===== config.mk =====
export PLATFORM = sky130hd
export DESIGN_NAME = periph_bus_bridge_flat
export DESIGN_NICKNAME = d
export VERILOG_FILES = /design/src/rtl/periph_bus_bridge_if.sv /design/src/rtl/periph_bus_bridge.sv /design/src/flat_wrapper.sv
export SDC_FILE = /design/constraint.sdc
export NUM_CORES = 1
export LEC_CHECK = 0
export CAP_MARGIN = 20
export CORE_ASPECT_RATIO = 0.7
export CORE_MARGIN = 2
export CORE_UTILIZATION = 38
export DETAILED_ROUTE_END_ITERATION = 12
export MAX_ROUTING_LAYER = met4
export PLACE_DENSITY = 0.77
export RECOVER_POWER = 50
export SYNTH_ARGS = -nofsm -noshare
export SYNTH_HDL_FRONTEND = slang
export SYNTH_SLANG_ARGS = --single-unit

===== constraint.sdc =====
create_clock -name clk -period 1.9 [get_ports clk]
set_input_delay 0.38 -clock clk [delete_from_list [all_inputs] [get_ports clk]]
set_output_delay 0.38 -clock clk [all_outputs]
set_load 0.02 [all_outputs]

===== src/rtl/periph_bus_bridge_if.sv =====
// Core-side request/response and peripheral-slot signals of the bridge.
// master: core/peripheral side; slave: the bridge itself.
interface periph_bus_bridge_if #(
   parameter int unsigned N_SLAVES   = 4,
   parameter int unsigned SLOT_SHIFT = 12
);
   logic [31:0]            mem_addr;
   logic [31:0]            mem_wdata;
   logic [2:0]             mem_flag;
   logic                   mem_we;
   logic                   mem_re;
   logic [31:0]            mem_rdata;
   logic                   mem_ready;
   logic [N_SLAVES-1:0]    s_sel;
   logic [SLOT_SHIFT-1:0]  s_addr;
   logic [31:0]            s_wdata;
   logic [2:0]             s_flag;
   logic                   s_we;
   logic                   s_re;
   logic [32*N_SLAVES-1:0] s_rdata;
   logic [N_SLAVES-1:0]    s_ready;
   logic                   bus_err;
   logic [1:0]             err_cause;
   logic [31:0]            err_addr;
   logic                   err_clr;

   modport slave (
      input  mem_addr, mem_wdata, mem_flag, mem_we, mem_re,
      input  s_rdata, s_ready, err_clr,
      output mem_rdata, mem_ready,
      output s_sel, s_addr, s_wdata, s_flag, s_we, s_re,
      output bus_err, err_cause, err_addr
   );

   modport master (
      output mem_addr, mem_wdata, mem_flag, mem_we, mem_re,
      output s_rdata, s_ready, err_clr,
      input  mem_rdata, mem_ready,
      input  s_sel, s_addr, s_wdata, s_flag, s_we, s_re,
      input  bus_err, err_cause, err_addr
   );
endinterface


===== src/rtl/periph_bus_bridge.sv =====
// Core data port to N equal-size peripheral slots: latched request,
// multi-cycle slot handshake, access timeout and sticky error capture.
module periph_bus_bridge #(
   parameter int unsigned N_SLAVES       = 4,
   parameter logic [31:0] BASE_ADDR      = 32'h4000_0000,
   parameter int unsigned SLOT_SHIFT     = 12,
   parameter int unsigned TIMEOUT_CYCLES = 255,
   parameter int unsigned TIMEOUT_W      = 8
) (
   input logic                clk,
   input logic                rst_n,
   periph_bus_bridge_if.slave bus
);
   localparam int unsigned SW =
      (N_SLAVES > 1) ? $clog2(N_SLAVES) : 1;
   localparam logic [1:0] CAUSE_UNMAPPED = 2'b01;
   localparam logic [1:0] CAUSE_TIMEOUT  = 2'b10;
   localparam logic [TIMEOUT_W-1:0] CNT_LAST =
      TIMEOUT_W'(TIMEOUT_CYCLES - 1);

   typedef enum logic [1:0] {
      IDLE,
      ACCESS,
      RESP
   } state_t;

   state_t state;
   state_t state_nx;

   logic [31:0]          off;
   logic [31:0]          slot_wide;
   logic                 hit;
   logic [SW-1:0]        slot;
   logic                 req;

   logic [31:0]          addr_q;
   logic [31:0]          wdata_q;
   logic [31:0]          rdata_q;
   logic [2:0]           flag_q;
   logic                 we_q;
   logic                 re_q;
   logic [SW-1:0]        slot_q;
   logic [TIMEOUT_W-1:0] cnt;

   logic                 sel_ready;
   logic [31:0]          sel_rdata;
   logic [N_SLAVES-1:0]  sel_dec;

   logic                 latch_req;
   logic                 capture;
   logic                 err_set;
   logic [1:0]           err_kind;
   logic [31:0]          err_at;

   logic                 err_q;
   logic [1:0]           cause_q;
   logic [31:0]          eaddr_q;

   // Addresses below the base must miss, so the subtraction never wraps into a hit.
   assign off       = bus.mem_addr - BASE_ADDR;
   assign slot_wide = off >> SLOT_SHIFT;
   assign hit       = (bus.mem_addr >= BASE_ADDR) && (slot_wide < N_SLAVES);
   assign slot      = slot_wide[SW-1:0];
   assign req       = bus.mem_we | bus.mem_re;

   assign sel_ready = bus.s_ready[slot_q];
   assign sel_rdata = bus.s_rdata[32*slot_q +: 32];

   // FSM state register.
   always_ff @(posedge clk or negedge rst_n) begin
      if (!rst_n) begin
         state <= IDLE;
      end else begin
         state <= state_nx;
      end
   end

   // Next state plus latch/capture/error strobes for the datapath.
   always_comb begin
      state_nx  = state;
      latch_req = 1'b0;
      capture   = 1'b0;
      err_set   = 1'b0;
      err_kind  = 2'b00;
      err_at    = addr_q;
      unique case (state)
         IDLE: begin
            if (req) begin
               latch_req = 1'b1;
               if (hit) begin
                  state_nx = ACCESS;
               end else begin
                  state_nx = RESP;
                  err_set  = 1'b1;
                  err_kind = CAUSE_UNMAPPED;
                  err_at   = bus.mem_addr;
               end
            end
         end
         ACCESS: begin
            if (sel_ready) begin
               capture  = 1'b1;
               state_nx = RESP;
            end else if (cnt == CNT_LAST) begin
               state_nx = RESP;
               err_set  = 1'b1;
               err_kind = CAUSE_TIMEOUT;
            end
         end
         RESP: begin
            state_nx = IDLE;
         end
         default: begin
            state_nx = IDLE;
         end
      endcase
   end

   // Request latch, wait counter and response data; rdata starts at 0 so errors return 0.
   always_ff @(posedge clk or negedge rst_n) begin
      if (!rst_n) begin
         addr_q  <= '0;
         wdata_q <= '0;
         flag_q  <= '0;
         we_q    <= 1'b0;
         re_q    <= 1'b0;
         slot_q  <= '0;
         cnt     <= '0;
         rdata_q <= '0;
      end else begin
         if (latch_req) begin
            addr_q  <= bus.mem_addr;
            wdata_q <= bus.mem_wdata;
            flag_q  <= bus.mem_flag;
            we_q    <= bus.mem_we;
            re_q    <= bus.mem_re & ~bus.mem_we;
            slot_q  <= slot;
            cnt     <= '0;
            rdata_q <= '0;
         end else if (state == ACCESS && !sel_ready) begin
            cnt <= cnt + 1'b1;
         end
         if (capture) begin
            rdata_q <= we_q ? 32'h0 : sel_rdata;
         end
      end
   end

   // Sticky first-error record; a new error in the clear cycle is still recorded.
   always_ff @(posedge clk or negedge rst_n) begin
      if (!rst_n) begin
         err_q   <= 1'b0;
         cause_q <= 2'b00;
         eaddr_q <= '0;
      end else if (err_set && (!err_q || bus.err_clr)) begin
         err_q   <= 1'b1;
         cause_q <= err_kind;
         eaddr_q <= err_at;
      end else if (bus.err_clr) begin
         err_q   <= 1'b0;
         cause_q <= 2'b00;
         eaddr_q <= '0;
      end
   end

   // One-hot slot select, only while the access is in flight.
   always_comb begin
      sel_dec         = '0;
      sel_dec[slot_q] = (state == ACCESS);
   end

   assign bus.mem_ready = (state == RESP);
   assign bus.mem_rdata = (state == RESP) ? rdata_q : 32'h0;
   assign bus.s_sel     = sel_dec;
   assign bus.s_addr    = addr_q[SLOT_SHIFT-1:0];
   assign bus.s_wdata   = wdata_q;
   assign bus.s_flag    = flag_q;
   assign bus.s_we      = (state == ACCESS) & we_q;
   assign bus.s_re      = (state == ACCESS) & re_q;
   assign bus.bus_err   = err_q;
   assign bus.err_cause = cause_q;
   assign bus.err_addr  = eaddr_q;
endmodule


===== src/flat_wrapper.sv =====
// flat-port wrapper written by rule: the top's interface ports become plain ports
module periph_bus_bridge_flat 
#(
   parameter int unsigned N_SLAVES       = 4,
   parameter logic [31:0] BASE_ADDR      = 32'h4000_0000,
   parameter int unsigned SLOT_SHIFT     = 12,
   parameter int unsigned TIMEOUT_CYCLES = 255,
   parameter int unsigned TIMEOUT_W      = 8
)
  (clk, rst_n, bus_mem_addr, bus_mem_wdata, bus_mem_flag, bus_mem_we, bus_mem_re, bus_s_rdata, bus_s_ready, bus_err_clr, bus_mem_rdata, bus_mem_ready, bus_s_sel, bus_s_addr, bus_s_wdata, bus_s_flag, bus_s_we, bus_s_re, bus_bus_err, bus_err_cause, bus_err_addr);
  periph_bus_bridge_if #(.N_SLAVES(N_SLAVES), .SLOT_SHIFT(SLOT_SHIFT)) bus_i ();
  input logic clk;
  input logic rst_n;
  input wire logic [$bits(bus_i.mem_addr)-1:0] bus_mem_addr;
  input wire logic [$bits(bus_i.mem_wdata)-1:0] bus_mem_wdata;
  input wire logic [$bits(bus_i.mem_flag)-1:0] bus_mem_flag;
  input wire logic [$bits(bus_i.mem_we)-1:0] bus_mem_we;
  input wire logic [$bits(bus_i.mem_re)-1:0] bus_mem_re;
  input wire logic [$bits(bus_i.s_rdata)-1:0] bus_s_rdata;
  input wire logic [$bits(bus_i.s_ready)-1:0] bus_s_ready;
  input wire logic [$bits(bus_i.err_clr)-1:0] bus_err_clr;
  output wire logic [$bits(bus_i.mem_rdata)-1:0] bus_mem_rdata;
  output wire logic [$bits(bus_i.mem_ready)-1:0] bus_mem_ready;
  output wire logic [$bits(bus_i.s_sel)-1:0] bus_s_sel;
  output wire logic [$bits(bus_i.s_addr)-1:0] bus_s_addr;
  output wire logic [$bits(bus_i.s_wdata)-1:0] bus_s_wdata;
  output wire logic [$bits(bus_i.s_flag)-1:0] bus_s_flag;
  output wire logic [$bits(bus_i.s_we)-1:0] bus_s_we;
  output wire logic [$bits(bus_i.s_re)-1:0] bus_s_re;
  output wire logic [$bits(bus_i.bus_err)-1:0] bus_bus_err;
  output wire logic [$bits(bus_i.err_cause)-1:0] bus_err_cause;
  output wire logic [$bits(bus_i.err_addr)-1:0] bus_err_addr;
  assign bus_i.mem_addr = bus_mem_addr;
  assign bus_i.mem_wdata = bus_mem_wdata;
  assign bus_i.mem_flag = bus_mem_flag;
  assign bus_i.mem_we = bus_mem_we;
  assign bus_i.mem_re = bus_mem_re;
  assign bus_i.s_rdata = bus_s_rdata;
  assign bus_i.s_ready = bus_s_ready;
  assign bus_i.err_clr = bus_err_clr;
  assign bus_mem_rdata = bus_i.mem_rdata;
  assign bus_mem_ready = bus_i.mem_ready;
  assign bus_s_sel = bus_i.s_sel;
  assign bus_s_addr = bus_i.s_addr;
  assign bus_s_wdata = bus_i.s_wdata;
  assign bus_s_flag = bus_i.s_flag;
  assign bus_s_we = bus_i.s_we;
  assign bus_s_re = bus_i.s_re;
  assign bus_bus_err = bus_i.bus_err;
  assign bus_err_cause = bus_i.err_cause;
  assign bus_err_addr = bus_i.err_addr;
  periph_bus_bridge #(.N_SLAVES(N_SLAVES), .BASE_ADDR(BASE_ADDR), .SLOT_SHIFT(SLOT_SHIFT), .TIMEOUT_CYCLES(TIMEOUT_CYCLES), .TIMEOUT_W(TIMEOUT_W)) u_core (.clk(clk), .rst_n(rst_n), .bus(bus_i));
endmodule

==> results.md, run 1 <==
* Status: finished with violations
* Failing checks: negative setup slack
* RSZ-0062 raised after global routing: yes
* GPL Wtd Cong at 0.848
* Final Max Tran Viols at 0
* CP endpoint kind: primary output
* Worst setup margin at -0.0411 ns
* Worst skew pair latency at 0.42 ns
* Fillers at 1539
* GR Overflow Total at 0
* Startpoint Class: flip-flop
* Max-slew headroom at 13.3%
* Critical Path, Cell by Cell: nor2b_4, buf_4, buf_16, and2_1, buf_4
* Req. time, crit path at 1.52 ns
* Vias at 6662
* Leak pwr at 5.41 nW
* Placement Setup Slack at -0.424 ns
* Max stage delay on crit path at 0.43 ns
* Register area share after synthesis at 49.7%
* Most used cell, CP: buf_4
* Initial antenna violation count at 2
* Top cell type by total area after synthesis: dfrtp_1
* Post-synth ARST share at 100%
* Synth unique cells at 43
* 1st-pass router iterations at 6
* IR drop worst, VDD at 501 µV
* EDFF count, synth at 0
* Ys Warns at 0
* Core ar. at 0.0189 mm²
* Rows at 42
* Routed WL per cell at 17.7 µm
* Pin slew with the least headroom to its limit at 1.30 ns
* Port Buffers at 324
* Power share of the clock group at 33.5%
* Final setup fails at 30
* CTS tree: built
* Ratio of cells with drive above 1 in the final layout at 22.4%
* Share of power burned in registers at 36.5%
* Global-route wire length before repair at 36700 µm
* Die ar. at 0.0205 mm²
* Crit-path max FO at 8
* CP Launch Point: u_core.state[0]
* All-Layer GR Usage at 24.0%
* Max-Cap Viols at 0
* Internal power at 0.00713 W
* Worst hold start: u_core.bus.s_wdata[11]
* Crit path arrival time at 1.56 ns
* # IOs at 325
* Fin util at 63.5%
* H-tree depth at 4
* Largest net degree at the start of global routing at 51
* Detailed placement HPWL at 17300 µm
* Most frequent cells in the layout: 283 x clkdlybuf4s50_1, 232 x nand2_1, 143 x dfrtp_1
* Power per cell area at 863 mW/mm²
* Yosys reg bits at 146
* Min cycle time layout at 1.94 ns
* Clock sinks at 146
* CTS Buf Count at 17
* Logic gate share of total power at 29.9%
* Layout Nets at 1300
* Routed vias/inst at 4.93
* Most common cell after layout, fill and taps aside: clkdlybuf4s50_1
* Synth-to-Final Area Change at 63.2%
* Starting DRT DRC Count at 365
* Top_reg_cell synth: dfrtp_1
* Final wirelength at 23900 µm
* Die W at 170 µm
* DR DRC count at 0
* Area contributors post-synth: dfrtp_1 50%, nand2_1 12%, mux4_2 9.8%
* Period utilization at 102%
* Syn Nets at 946
* Max Clk Rate at 515 MHz
* Psw at 0.00323 W
* Synth top area share at 49.7%
* Vias in the first global route at 6706
* Initial Util at 38.9%
* Crit Path Category: reg -> out
* Synth Area per Inst at 9.94 µm²
* Root Buffer: clkbuf_16
* Hold crit path type: reg -> reg
* Worst-path clk slew at 0.07 ns
* Cell Area, Synth at 0.00736 mm²
* CP max stage cell: dfrtp_2
* Mapped Cells at 740
* Worst clock skew at 0.00884 ns
* Sw Ratio at 31.2%
* Final hold vios at 0
* Die height at 120 µm
* Hold WS at 0.473 ns
* Detail Route Antenna Nets at 0
* Worst r2r src: u_core.state[1]
* Clock Path Buffers at 2
[Yosys cell counts (12+ instances only)]
cell type / n
a21oi_1: 37
and2_1: 37
buf_2: 14
buf_4: 12
clkbuf_1: 20
dfrtp_1: 146
inv_1: 33
mux4_2: 32
nand2_1: 233
nor2_1: 40
o21ai_0: 33
o2bb2ai_2: 29
[cell type report]
cell class / instances / area (µm²) / share of cell area (%)
timing repair buffer: 393 / 3950 / 32.9
sequential: 146 / 3660 / 30.5
multi-input combinational: 503 / 3360 / 28.0
clock buffer: 18 / 439 / 3.66
tap: 242 / 303 / 2.52
clock inverter: 14 / 169 / 1.41
inverter: 33 / 124 / 1.03
antenna: 2 / 5.00 / 0.0417
[final timing paths]
| check | to | slack (ns) | depth (start not counted) |
|---|---|---|---|
| hold reg to reg | u_core.bus.s_wdata[11] | 0.47 | 2 |
| hold / removal | u_core.bus.s_wdata[11] | 0.47 | 2 |
| setup reg to reg | u_core.bus.err_addr[10] | 0.01 | 7 |
| min in group asynchronous | u_core.bus.s_wdata[0] | 0.78 | 2 |
| setup / recovery | bus_mem_rdata[30] | -0.04 | 5 |
| max in group asynchronous | u_core.addr_q[9] | 0.18 | 3 |
[state kept, by name (all words and copies together), names as in the netlist]
register / cells
u_core.addr_q: 32
u_core.bus.s_wdata: 32
u_core.bus.s_flag: 3
u_core.state: 2
u_core.cnt: 8
u_core.bus.err_cause: 2
u_core.we_q: 1
u_core.bus.bus_err: 1
u_core.rdata_q: 32
u_core.re_q: 1
u_core.bus.err_addr: 32
[metal layers]
layer  part of all wire (%)  wire length [µm]  vias to the layer above  global-route usage (%)
li1                       -                 -                     3169                       -
met1                     42             10100                     3232                    30.5
met2                     49             11700                      240                    38.7
met3                    8.0              1910                       21                    6.64
met4                    1.0               240                        0                    5.29
met5                      0                 0                        -                       -
[critical path: cells and delay by family, from the launching register on]
family | cells | cell delay (ns)
buffers and inverters | 3 | 0.42
DFF | 1 | 0.43
and+or+nand+nor | 2 | 0.30
[power groups by stage]
stage          Sequential [W]  Clock [W]  Combinational [W]
2_1_floorplan         0.00410          0            0.00124
3_3_place_gp          0.00383          0            0.00297
3_5_place_dp          0.00383          0            0.00302
4_1_cts               0.00378    0.00353            0.00312
5_1_grt               0.00384    0.00368            0.00333
6_report              0.00379    0.00347            0.00310
[stage by stage]
stage / area (µm²) / setup TNS [ns] / instances / total power, W
after detailed placement: 11100 / -28.97 / 1306 / 0.00685
final: 12000 / -0.344 / 1351 / 0.0104
after global placement: 11100 / -24.93 / 1306 / 0.00680
after floorplan: 7360 / 0 / 740 / 0.00533
after global routing: 12000 / -4.87 / 1351 / 0.0108
after CTS: 11900 / -1.31 / 1347 / 0.0104
[cell families (layout without fill, tap and decap cells)]
group	count (synthesis)	count (layout)	share of synthesized area, %
simple gates	347	347	20.6
flops	146	146	49.7
compound gates	112	112	12.0
buf+inv	91	458	6.31
mux	38	38	10.6
xor+xnor	4	4	0.476
fa+ha+maj	2	2	0.340
other cells	0	2	0
[timing repair]
action,in CTS,in global routing
setup endpoints to repair,65,148
pin swaps,16,4
gates cloned,3,0
hold buffers,1,0
endpoints found under the hold margin,46,0
setup buffers,5,2
resized for setup,251,29
Note: power is estimated with default switching activity, not from simulation.
==> run 2, diff against run 1 <==
- ABC_CLOCK_PERIOD_IN_PS: default -> 1900
==> results of run 2 <==
No change in the layout: final DEF, timing and power equal those of run 1.
